<file path="src/rtl/raisin64_pkg.sv">
// ---------------------------------------------------------------------------
// raisin64_pkg
// Shared definitions for the raisin64 execute stage: datapath widths, the
// memory-op bit positions decoded by the load/store unit, and the load/store
// unit FSM state encoding.
// ---------------------------------------------------------------------------
package raisin64_pkg;

    localparam int XLEN = 64;
    localparam int RN_W = 6;

    // Bit positions inside the 2-bit memory op field
    localparam int MEM_OP_STORE = 0;
    localparam int MEM_OP_W32   = 1;

    typedef enum logic [1:0] {
        ST_IDLE   = 2'd0,
        ST_REQ    = 2'd1,
        ST_RESULT = 2'd2
    } mem_state_t;

endpackage

</file>
<file path="src/rtl/mem_align.sv">
// ---------------------------------------------------------------------------
// mem_align
// Combinational lane logic for the load/store unit.
//   ea_lo      in  3   low bits of the effective address
//   op         in  2   memory op (store / 32-bit flags)
//   store_data in  64  raw store register value
//   rdata      in  64  doubleword read from the data bus
//   be         out 8   byte enables for the access
//   wdata      out 64  store data placed in the correct lane(s)
//   misalign   out 1   access is not naturally aligned
//   load_data  out 64  extracted, sign-extended load value
// ---------------------------------------------------------------------------
module mem_align
    import raisin64_pkg::*;
(
    input  logic [2:0]      ea_lo,
    input  logic [1:0]      op,
    input  logic [XLEN-1:0] store_data,
    input  logic [XLEN-1:0] rdata,
    output logic [7:0]      be,
    output logic [XLEN-1:0] wdata,
    output logic            misalign,
    output logic [XLEN-1:0] load_data
);

    logic [31:0] word;

    // A 32-bit store drives the word on both halves so the memory only needs
    // the byte enables to pick the lane.
    always_comb begin
        word      = ea_lo[2] ? rdata[63:32] : rdata[31:0];
        be        = 8'hFF;
        wdata     = store_data;
        misalign  = (ea_lo != 3'b000);
        load_data = rdata;
        if (op[MEM_OP_W32]) begin
            be        = ea_lo[2] ? 8'hF0 : 8'h0F;
            wdata     = {2{store_data[31:0]}};
            misalign  = (ea_lo[1:0] != 2'b00);
            load_data = {{32{word[31]}}, word};
        end
    end

endmodule

</file>
<file path="src/rtl/ex_memunit.sv">
// ---------------------------------------------------------------------------
// ex_memunit
// Load/store execution unit. One memory instruction at a time is issued by
// the scheduler, runs a single request/acknowledge transaction on the data
// bus, and (for loads or faults) presents its result to commit through the
// valid/stall handshake. All outputs are registered.
//   clk, rst_n                 clock, async active-low reset
//   ex_enable / ex_busy        issue handshake with the scheduler
//   op, in1, in2, imm, rd_in_rn  instruction operands
//   out, rd_out_rn, valid, misalign, stall   result handshake with commit
//   dmem_*                     data memory bus
// ---------------------------------------------------------------------------
module ex_memunit
    import raisin64_pkg::*;
(
    input  logic            clk,
    input  logic            rst_n,
    input  logic            ex_enable,
    output logic            ex_busy,
    input  logic [1:0]      op,
    input  logic [XLEN-1:0] in1,
    input  logic [XLEN-1:0] in2,
    input  logic [XLEN-1:0] imm,
    input  logic [RN_W-1:0] rd_in_rn,
    output logic [XLEN-1:0] out,
    output logic [RN_W-1:0] rd_out_rn,
    output logic            valid,
    input  logic            stall,
    output logic            misalign,
    output logic [XLEN-1:0] dmem_addr,
    output logic [XLEN-1:0] dmem_wdata,
    output logic [7:0]      dmem_be,
    output logic            dmem_we,
    output logic            dmem_addr_valid,
    input  logic [XLEN-1:0] dmem_rdata,
    input  logic            dmem_data_valid
);

    mem_state_t      state;
    logic [1:0]      op_q;
    logic [2:0]      ea_lo_q;
    logic [RN_W-1:0] rd_q;

    logic [XLEN-1:0] ea;
    logic [2:0]      align_ea_lo;
    logic [1:0]      align_op;
    logic [7:0]      align_be;
    logic [XLEN-1:0] align_wdata;
    logic            align_mis;
    logic [XLEN-1:0] align_load;

    assign ea = in1 + imm;

    // One aligner serves both phases: at issue it sees the incoming access,
    // afterwards it sees the latched lane/op so read data can be extracted.
    assign align_ea_lo = (state == ST_IDLE) ? ea[2:0] : ea_lo_q;
    assign align_op    = (state == ST_IDLE) ? op      : op_q;

    mem_align u_align (
        .ea_lo      (align_ea_lo),
        .op         (align_op),
        .store_data (in2),
        .rdata      (dmem_rdata),
        .be         (align_be),
        .wdata      (align_wdata),
        .misalign   (align_mis),
        .load_data  (align_load)
    );

    always_ff @(posedge clk or negedge rst_n) begin
        if (!rst_n) begin
            state           <= ST_IDLE;
            op_q            <= 2'b00;
            ea_lo_q         <= 3'b000;
            rd_q            <= '0;
            ex_busy         <= 1'b0;
            valid           <= 1'b0;
            misalign        <= 1'b0;
            out             <= '0;
            rd_out_rn       <= '0;
            dmem_addr       <= '0;
            dmem_wdata      <= '0;
            dmem_be         <= 8'h00;
            dmem_we         <= 1'b0;
            dmem_addr_valid <= 1'b0;
        end else begin
            case (state)
                ST_IDLE: begin
                    if (ex_enable) begin
                        ex_busy <= 1'b1;
                        op_q    <= op;
                        ea_lo_q <= ea[2:0];
                        rd_q    <= rd_in_rn;
                        if (align_mis) begin
                            // Faulting access reports the address instead of data
                            state     <= ST_RESULT;
                            valid     <= 1'b1;
                            misalign  <= 1'b1;
                            out       <= ea;
                            rd_out_rn <= '0;
                        end else begin
                            state           <= ST_REQ;
                            dmem_addr       <= {ea[XLEN-1:3], 3'b000};
                            dmem_wdata      <= align_wdata;
                            dmem_be         <= align_be;
                            dmem_we         <= op[MEM_OP_STORE];
                            dmem_addr_valid <= 1'b1;
                        end
                    end
                end
                ST_REQ: begin
                    if (dmem_data_valid) begin
                        dmem_addr_valid <= 1'b0;
                        dmem_we         <= 1'b0;
                        if (op_q[MEM_OP_STORE]) begin
                            state   <= ST_IDLE;
                            ex_busy <= 1'b0;
                        end else begin
                            state     <= ST_RESULT;
                            valid     <= 1'b1;
                            misalign  <= 1'b0;
                            out       <= align_load;
                            rd_out_rn <= rd_q;
                        end
                    end
                end
                ST_RESULT: begin
                    if (!stall) begin
                        state    <= ST_IDLE;
                        valid    <= 1'b0;
                        misalign <= 1'b0;
                        ex_busy  <= 1'b0;
                    end
                end
                default: begin
                    state   <= ST_IDLE;
                    ex_busy <= 1'b0;
                    valid   <= 1'b0;
                end
            endcase
        end
    end

endmodule

</file>
<file path="config.mk">
export PLATFORM = sky130hd
export DESIGN_NAME = ex_memunit
export DESIGN_NICKNAME = d
export VERILOG_FILES = /design/src/rtl/raisin64_pkg.sv /design/src/rtl/mem_align.sv /design/src/rtl/ex_memunit.sv
export SDC_FILE = /design/constraint.sdc
export NUM_CORES = 1
export LEC_CHECK = 0
export BUFFER_PORTS_ARGS = -buffer_cell sky130_fd_sc_hd__buf_2
export CELL_PAD_IN_SITES_DETAIL_PLACEMENT = 1
export CELL_PAD_IN_SITES_GLOBAL_PLACEMENT = 1
export CORE_MARGIN = 8
export CORE_UTILIZATION = 37
export CTS_CLUSTER_SIZE = 14
export DETAILED_ROUTE_END_ITERATION = 8
export GPL_TIMING_DRIVEN = 0
export PLACE_DENSITY = 0.92
export SETUP_SLACK_MARGIN = 0.5
export SKIP_LAST_GASP = 1
export SLEW_MARGIN = 20
export SYNTH_ARGS = -nofsm -noshare
export SYNTH_HDL_FRONTEND = slang
export SYNTH_SLANG_ARGS = --single-unit
</file>
<file path="constraint.sdc">
create_clock -name clk -period 3.38 [get_ports clk]
set_clock_uncertainty 0.05 [all_clocks]
set_input_delay 0.676 -clock clk [delete_from_list [all_inputs] [get_ports clk]]
set_output_delay 0.676 -clock clk [all_outputs]
set_load 0.01 [all_outputs]
</file>
==> impl_results.md, run 1 <==
* Status: completed
* Post-Syn Area at 13200 um^2
* Total gr overflow at 0
* Critical path capture point type: flip-flop
* Detailed-route vias per instance at 6.13
* Final slew viol count at 0
* Hold Path Class: input port to async pin
* Clk network pwr share at 16.6%
* Pwr Total at approximately 18 mW
* Seq/Total Area, Yosys at 40.7%
* Clock root buffer: clkbuf_16
* Fill cells at between 3000 and 4000
* Met3 wire length at 6590 um
* Flops & latches, synth at 215
* Post-DP HPWL at around 54000 um
* CTS tree: yes
* Total die area at 42000 um^2
* Critical Path AT at 3.61 ns
* Gate Count Post-Synth at 1434
* Ranking of synthesized cells by area: dfrtp_1 (41%), mux2_2 (7.8%), ha_1 (6.3%)
* Final instance area at around 21000 um^2
* # hold bufs at CTS at 0
* Fmax at 0.306 GHz
* Min Clock Period, post-route at 3.27 ns
* Maximum vdd drop at 0.505 mV
* Row Count at 69
* WL met2 at ~38000 um
* Reg power frac at 25.9%
* Net Sw Power at 8.19 mW
* DRT Pass-1 Iters at 5
* CORE AREA at 35400 um^2
* Number of global-route vias before repair at 15935
* First-pass GRT wire length at between 100000 and 150000 um
* DR WL/cell at 31.2 um
* Height of the chip at 205 um
* Yosys top cell area share at 40.7%
* P per Cell Area at 901 nW/um^2
* Crit share post-route at 96.7%
* Power Internal at roughly 10 mW
* R2R setup slack at 0.32 ns
* Final GP Congestion at 0.949
* Commonest cells after routing, fill and taps aside: buf_2 (472), dfrtp_1 (215), nand2_1 (166), a21oi_1 (111)
* Clock Path Buffers at 3
* Area delta synth->final at 55.3%
* Total GRT Usage at 31.9%
* Post-synth EDFFs at 0
* Max stage delay on crit path at 0.42 ns
* Slew @ Worst Pin at 0.971 ns
* Top Layer Used: met5
* IO Count at 480
* H-tree depth at 1
* Final hold vios at 0
* Share of cells above drive strength 1 at 50.0%
* Initial antenna violation count at 9
* Maximum capacitance violations at 0
* Unique masters post-synth at 70
* DRT met1 WL at 27900 um
* Worst setup SP type: input port
* Cell Area, Placed at 16400 um^2
* Clock Latency Late Sink at between 0.5 and 0.6 ns
* DR vias at approximately 16000
* DR DRC count at 0
* Largest net degree at the start of global routing at 83
* Number of buffers added on ports at 476
* P_leak at 9.93 nW
* Comb power frac at 57.5%
* Worst path cell trace: buf_6 -> ha_4 -> fa_2 -> buf_4 -> buf_6 -> buf_6 -> xnor2_4 -> nor2_4 -> a21oi_4 -> o22a_4 -> o21ai_4 -> o211ai_1 -> buf_4 -> buf_6 -> buf_8 -> o21ai_0
* Required time worst endpoint at 3.72 ns
* Sw Share at between 40 and 50%
* Util after Layout at 57.9%
* Post-route ant nets at 0
* Critical path peak fanout at 9
* Iter 0 DRT Violations at 1174
* TritonCTS buffer count at 27
* Wirelength, routed at 79300 um
* Slew headroom at 35.3%
* Unrepaired setup endpoints after global routing: true
* Synth async-reset ratio at 100%
* Avg Inst Size Synth at 9.21 um^2
* Kind of critical path: input port to flip-flop
* Setup violators final at 0
* Top FF cell, synth: dfrtp_1
* Clock transition at path regs at 0.07 ns
* Pre-CTS setup slack at -0.957 ns
* Die X at 205 um
* Slowest library cell on the worst path: o21ai_0
* Initial Util at ~37%
* # clock sinks at 215
* Final Worst Setup Slack at 0.112 ns
* Most common cell after layout, fill and taps aside: buf_2
* Yosys warning count at 0
* Synth area leader: dfrtp_1
* Most used cell, CP: buf_6
* Nets at ~2400
[cells in the mapped netlist, types with 3 or more instances]
master and count:
xor2_1 31, nand3_1 19, inv_1 19, nand4_1 26
o21a_1 8, clkbuf_1 72, nand2_1 203, o21ai_1 18
nor2_1 78, buf_4 9, nor3_1 18, ha_1 67
a22o_1 11, nand3b_1 3, o21ai_0 135, and3_1 9
o31ai_1 21, and2_1 5, nor4_1 5, a211oi_1 9
a31oi_1 5, nand2b_1 6, and4_1 3, o211ai_1 3
a21oi_1 137, nor2b_1 7, buf_2 4, buf_1 13
a22oi_1 3, dfrtp_1 215, a221oi_1 10, a21o_1 29
xnor2_1 32, o21bai_1 15, mux2_2 92, mux2i_1 49
[layer usage]
layer	vias up	GRT usage, %
met5	-	0
met4	14	17.4
met3	379	6.74
met2	1002	55.5
met1	7797	36.0
li1	6413	-
[metrics by stage]
| stage | TNS [ns] | std cells | hold slack, ns |
|---|---|---|---|
| floorplan | 0 | 1436 | 0.330 |
| global placement | -572.04 | 2373 | 0.405 |
| detailed placement | -125.21 | 2375 | 0.413 |
| CTS | 0 | 2458 | 0.0429 |
| global route | 0 | 2543 | 0.0762 |
| finish | 0 | 2545 | 0.0297 |
[cell families (layout without fill, tap and decap cells)]
family                   Yosys count  in the layout  synth area share (%)
AO/OA/AOI/OAI                    438            438                  20.3
XOR/XNOR                          63             63                  4.18
adder cells (fa/ha/maj)           68             68                  6.50
buffers and inverters            118            762                  3.65
flip-flops                       215            215                  40.7
multiplexers                     143            143                  11.7
other                              1              7                0.0284
AND/OR/NAND/NOR                  388            388                  12.8
[state kept, by name, indices dropped and copies added (netlist names)]
| signal | cells |
|---|---|
| dmem_wdata | 64 |
| out | 64 |
| dmem_addr | 61 |
| rd_out_rn | 6 |
| rd_q | 6 |
| ea_lo_q | 3 |
| dmem_be | 2 |
| op_q | 2 |
| state | 2 |
| dmem_addr_valid | 1 |
| dmem_we | 1 |
| ex_busy | 1 |
| misalign | 1 |
| valid | 1 |
[power by group through the flow]
stage	Sequential [mW]	Combinational, mW	Clock, mW
2_1_floorplan	4.98	3.70	0
3_3_place_gp	4.56	7.25	0
3_5_place_dp	4.65	7.56	0
4_1_cts	4.63	8.26	3.05
5_1_grt	4.85	11.1	3.17
6_report	4.78	10.6	3.08
[area by class of cell]
class	instances	area, um^2	area share [%]
repair buffers	596	3850	18.8
plain buffers	98	888	4.33
multi-input cells	1103	8810	43.0
flip-flops and latches	215	5380	26.2
diodes	4	10.0	0.0488
well taps	461	577	2.81
inverters	20	78.8	0.384
clock inverters	11	168	0.817
clock buffers	37	743	3.62
[what timing repair did]
action	in CTS	in global routing
pin swaps	48	67
cloned	1	20
buffers inserted	34	63
setup endpoints to repair	198	162
gates resized for setup	196	381
[final timing paths]
path / startpoint / endpoint / depth (start not counted)
max reg2reg: state[0] / out[18] / 8
min in group clk: rd_in_rn[4] / rd_q[4] / 2
min reg2reg: dmem_addr[61] / dmem_addr[61] / 2
max in group asynchronous: rst_n / dmem_addr[31] / 2
max: imm[0] / out[18] / 16
min: rst_n / rd_out_rn[0] / 1
[worst max-delay path: cells and delay by family]
family	cells	cell delay [ns]
adders and majority gates	2	0.52
xor gates and xnor gates	1	0.14
AOI/OAI and AO/OA	5	1.14
and+or+nand+nor	1	0.15
buffers and inverters	7	0.98
Power figures use the tool's default switching activity.
==> run 2, diff against run 1 <==
Settings changed: ABC_AREA set to 1, CORE_UTILIZATION 37 to 36, PLACE_DENSITY 0.92 to 0.94.
==> run 2 against run 1 <==
Global-route usage shrank 1.5 points. Total power shrank 16%. Critical path depth shrank 1. Die area grew 19%. First-iteration DRC count grew 27%. Combinational power shrank 23%. Non-clock buffer count shrank 131. Wire length shrank 1.2%. Critical endpoint is now dmem_wdata[40]. Highest routed layer unchanged.
==> impl_results.md, run 2 <==
* R2R setup slack at 0.61 ns (was 0.32 ns)
* Status: completed (unchanged)
* Number of global-route vias before repair at 19540 (was 15935)
* Iter 0 DRT Violations at 1496 (was 1174)
* Die X at 224 um (was 205 um)
* Critical R2R Capture: dmem_wdata[40] (was out[18])
* Kind of critical path: input port to flip-flop (unchanged)
* Hold endpoint: dmem_wdata[29]
* WL met2 at 37600 um (was 38400 um)
* Yosys warning count at 0 (unchanged)
* Largest net degree at the start of global routing at 95 (was 83)
* Critical path peak fanout at 10 (was 9)
* # clock sinks at 215 (unchanged)
* Flops & latches, synth at 215 (unchanged)
* Maximum capacitance violations at 0 (unchanged)
* Initial Util at 36.3% (was 37.3%)
* First-pass GRT wire length at 117000 um (was 101000 um)
* Top flop regs: dmem_wdata: 64 flops, out: 64 flops, dmem_addr: 61 flops (unchanged)
* TritonCTS buffer count at 23 (was 27)
* DR WL/cell at 21.9 um (was 31.2 um)
* Total GRT Usage at 30.3% (was 31.9%)
* Clock root buffer: clkbuf_16 (unchanged)
* Final hold vios at 0 (unchanged)
* Critical Path AT at 3.17 ns (was 3.61 ns)
* Post-Syn Area at 15500 um^2 (was 13200 um^2)
* P_leak at 12.0 nW (was 9.93 nW)
* Initial antenna violation count at 10 (was 9)
* Setup tns final at 0 ns (unchanged)
* Number of buffers added on ports at 476 (unchanged)
* Met3 wire length at 5980 um (was 6590 um)
* Synth async-reset ratio at 100% (unchanged)
* Slew headroom at 47.9% (was 35.3%)
* Seq/Total Area, Yosys at 34.6% (was 40.7%)
* Util after Layout at 45.7% (was 57.9%)
* Most frequent cell after synthesis: nand2_1 (was dfrtp_1)
* Share of cells above drive strength 1 at 19.8% (was 50.0%)
* Setup violators final at 0 (unchanged)
* Top Layer Used: met5 (unchanged)
* HP Start: in2[29]
* Maximum vdd drop at 0.448 mV (was 0.505 mV)
* DR DRC count at 0 (unchanged)
* Reg2Reg Depth at 15 (was 8)
* H-tree depth at 1 (unchanged)
* Hold path depth at 3
* Fmax at 0.354 GHz (was 0.306 GHz)
* RR Startpoint: state[0] (unchanged)
* Final Worst Setup Slack at 0.555 ns (was 0.112 ns)
* Gate Count Post-Synth at 2501 (was 1434)
* Top FF cell, synth: dfrtp_1 (unchanged)
* Critical path capture point type: flip-flop (unchanged)
* Avg Inst Size Synth at 6.21 um^2 (was 9.21 um^2)
* Ranking of synthesized cells by area: dfrtp_1 (35%), nand2_1 (27%), inv_1 (9.0%) (was dfrtp_1 (41%), mux2_2 (7.8%), ha_1 (6.3%))
* Hold Path Class: input port to flip-flop (was input port to async pin)
* Commonest cells after routing, fill and taps aside: nand2_1 (1112), buf_2 (505), inv_1 (372), nor2_1 (244), dfrtp_1 (214) (was buf_2 (472), dfrtp_1 (215), nand2_1 (166), a21oi_1 (111))
* Total gr overflow at 0 (unchanged)
* Clock Path Buffers at 3 (unchanged)
* Cells after DPL at 3527 (was 2375)
* Area delta synth->final at 25.9% (was 55.3%)
* Commonest cells in the netlist: nand2_1 (1112), inv_1 (372), nor2_1 (249) (was dfrtp_1 (215), nand2_1 (203), a21oi_1 (137))
* Post-synth EDFFs at 0 (unchanged)
* Height of the chip at 224 um (was 205 um)
* Worst setup SP type: input port (unchanged)
* Detailed-route vias per instance at 5.20 (was 6.13)
* Final GP Congestion at 0.958 (was 0.949)
* Fill cells at 5922 (was 3976)
* DRT met1 WL at 30300 um (was 27900 um)
* DRT Pass-1 Iters at 6 (was 5)
* Slew @ Worst Pin at 0.781 ns (was 0.971 ns)
* Final instance area at 19600 um^2 (was 20500 um^2)
* Yosys top cell area share at 34.6% (was 40.7%)
* Synth area leader: dfrtp_1 (unchanged)
* Required time worst endpoint at 3.72 ns (about the same)
* Clock Latency Late Sink at 0.54 ns (was 0.55 ns)
* Clock transition at path regs at 0.07 ns (about the same)
* Unique masters post-synth at 37 (was 70)
* CTS tree: yes (unchanged)
* DR vias at 18607 (was 15605)
* Multi-input gate area at 8320 um^2 (was 8810 um^2)
* Post-route ant nets at 0 (unchanged)
* Non-filler cells, final at 3575 (was 2545)
* Cell Area, Placed at 18700 um^2 (was 16400 um^2)
* Min Clock Period, post-route at 2.83 ns (was 3.27 ns)
* Final slew viol count at 0 (unchanged)
* P per Cell Area at 792 nW/um^2 (was 901 nW/um^2)
* Most common cell after layout, fill and taps aside: nand2_1 (was buf_2)
* Unrepaired setup endpoints after global routing: true (unchanged)
* CORE AREA at 42800 um^2 (was 35400 um^2)
* Wirelength, routed at 78400 um (was 79300 um)
* Pre-CTS setup slack at -0.188 ns (was -0.957 ns)
* Total die area at 50100 um^2 (was 42000 um^2)
* Post-DP HPWL at 64600 um (was 54200 um)
* Crit share post-route at 83.6% (was 96.7%)
* FF+latch area at 5380 um^2 (about the same)
* IO Count at 480 (unchanged)
* Row Count at 76 (was 69)
* Nets at 3347 (was 2398)
-- run 2: layout make-up --
class                      count  area share, %
antenna                        5         0.0640
buffer                        81           2.36
clock buffer                  31           3.46
clock inverter                 8          0.608
inverter                     378           7.27
multi-input combinational   1829           42.5
sequential                   215           27.5
tap                          546           3.49
timing repair buffer         482           12.7
-- run 2: worst max-delay path: stages --
cell and delay, ns:
buf_2 0.08, ha_2 0.22, fa_2 0.48, inv_1 0.14
nand3_1 0.10, o31ai_1 0.09, inv_1 0.14, a21oi_4 0.20
nand2_4 0.10, nor2_4 0.26, inv_4 0.11, buf_6 0.18
buf_2 0.21, nand2_1 0.10, o31ai_1 0.07
-- run 2: worst max-delay path by stage --
stage / depth (start not counted) / slack (ns) / endpoint / start
4_1_cts: 17 / 0.51 / out[49] / in1[0]
5_1_grt: 17 / 0.48 / out[62] / in1[0]
6_report: 15 / 0.55 / dmem_wdata[40] / in1[0]
3_5_place_dp: 17 / -0.19 / out[45] / in1[0]
2_1_floorplan: 16 / 0.72 / out[29] / in1[0]
3_3_place_gp: 1 / -2.39 / dmem_wdata[47] / rst_n
-- run 2: per-stage QoR --
stage	power, mW	hold WS [ns]
floorplan	8.75	0.330
global placement	12.1	0.398
detailed placement	12.4	0.404
CTS	15.4	0.315
global route	16.3	0.330
finish	15.5	0.324
-- run 2: timing repair --
item,CTS,global route
hold buffers,1,0
endpoints found under the setup margin,110,78
setup buffers,2,1
endpoints found under the hold margin,29,0
resized for setup,7,12
pin swaps,1,1
-- run 2: power breakdown --
| part | internal, mW | total [mW] | leakage (nW) | switching [mW] |
|---|---|---|---|---|
| clock | 1.62 | 2.76 | 0.397 | 1.14 |
| combinational | 2.64 | 8.20 | 8.92 | 5.57 |
| sequential | 3.80 | 4.53 | 2.67 | 0.725 |
| total | 8.06 | 15.5 | 12.0 | 7.43 |
-- run 2: cell families (layout without fill, tap and decap cells) --
kind of cell,Yosys count,in the layout,synth area share [%]
other cells,1,8,0.0241
compound gates,216,216,7.93
fa+ha+maj,68,68,5.53
flops,215,215,34.6
simple gates,1511,1511,38.1
mux,2,2,0.145
xor+xnor,29,29,1.64
buf+inv,459,980,12.0
-- run 2: layer usage --
| metal | track usage [%] | up-vias |
|---|---|---|
| met5 | 0 | - |
| met3 | 5.89 | 213 |
| met2 | 52.8 | 781 |
| met4 | 15.3 | 12 |
| met1 | 35.2 | 8994 |
| li1 | - | 8607 |
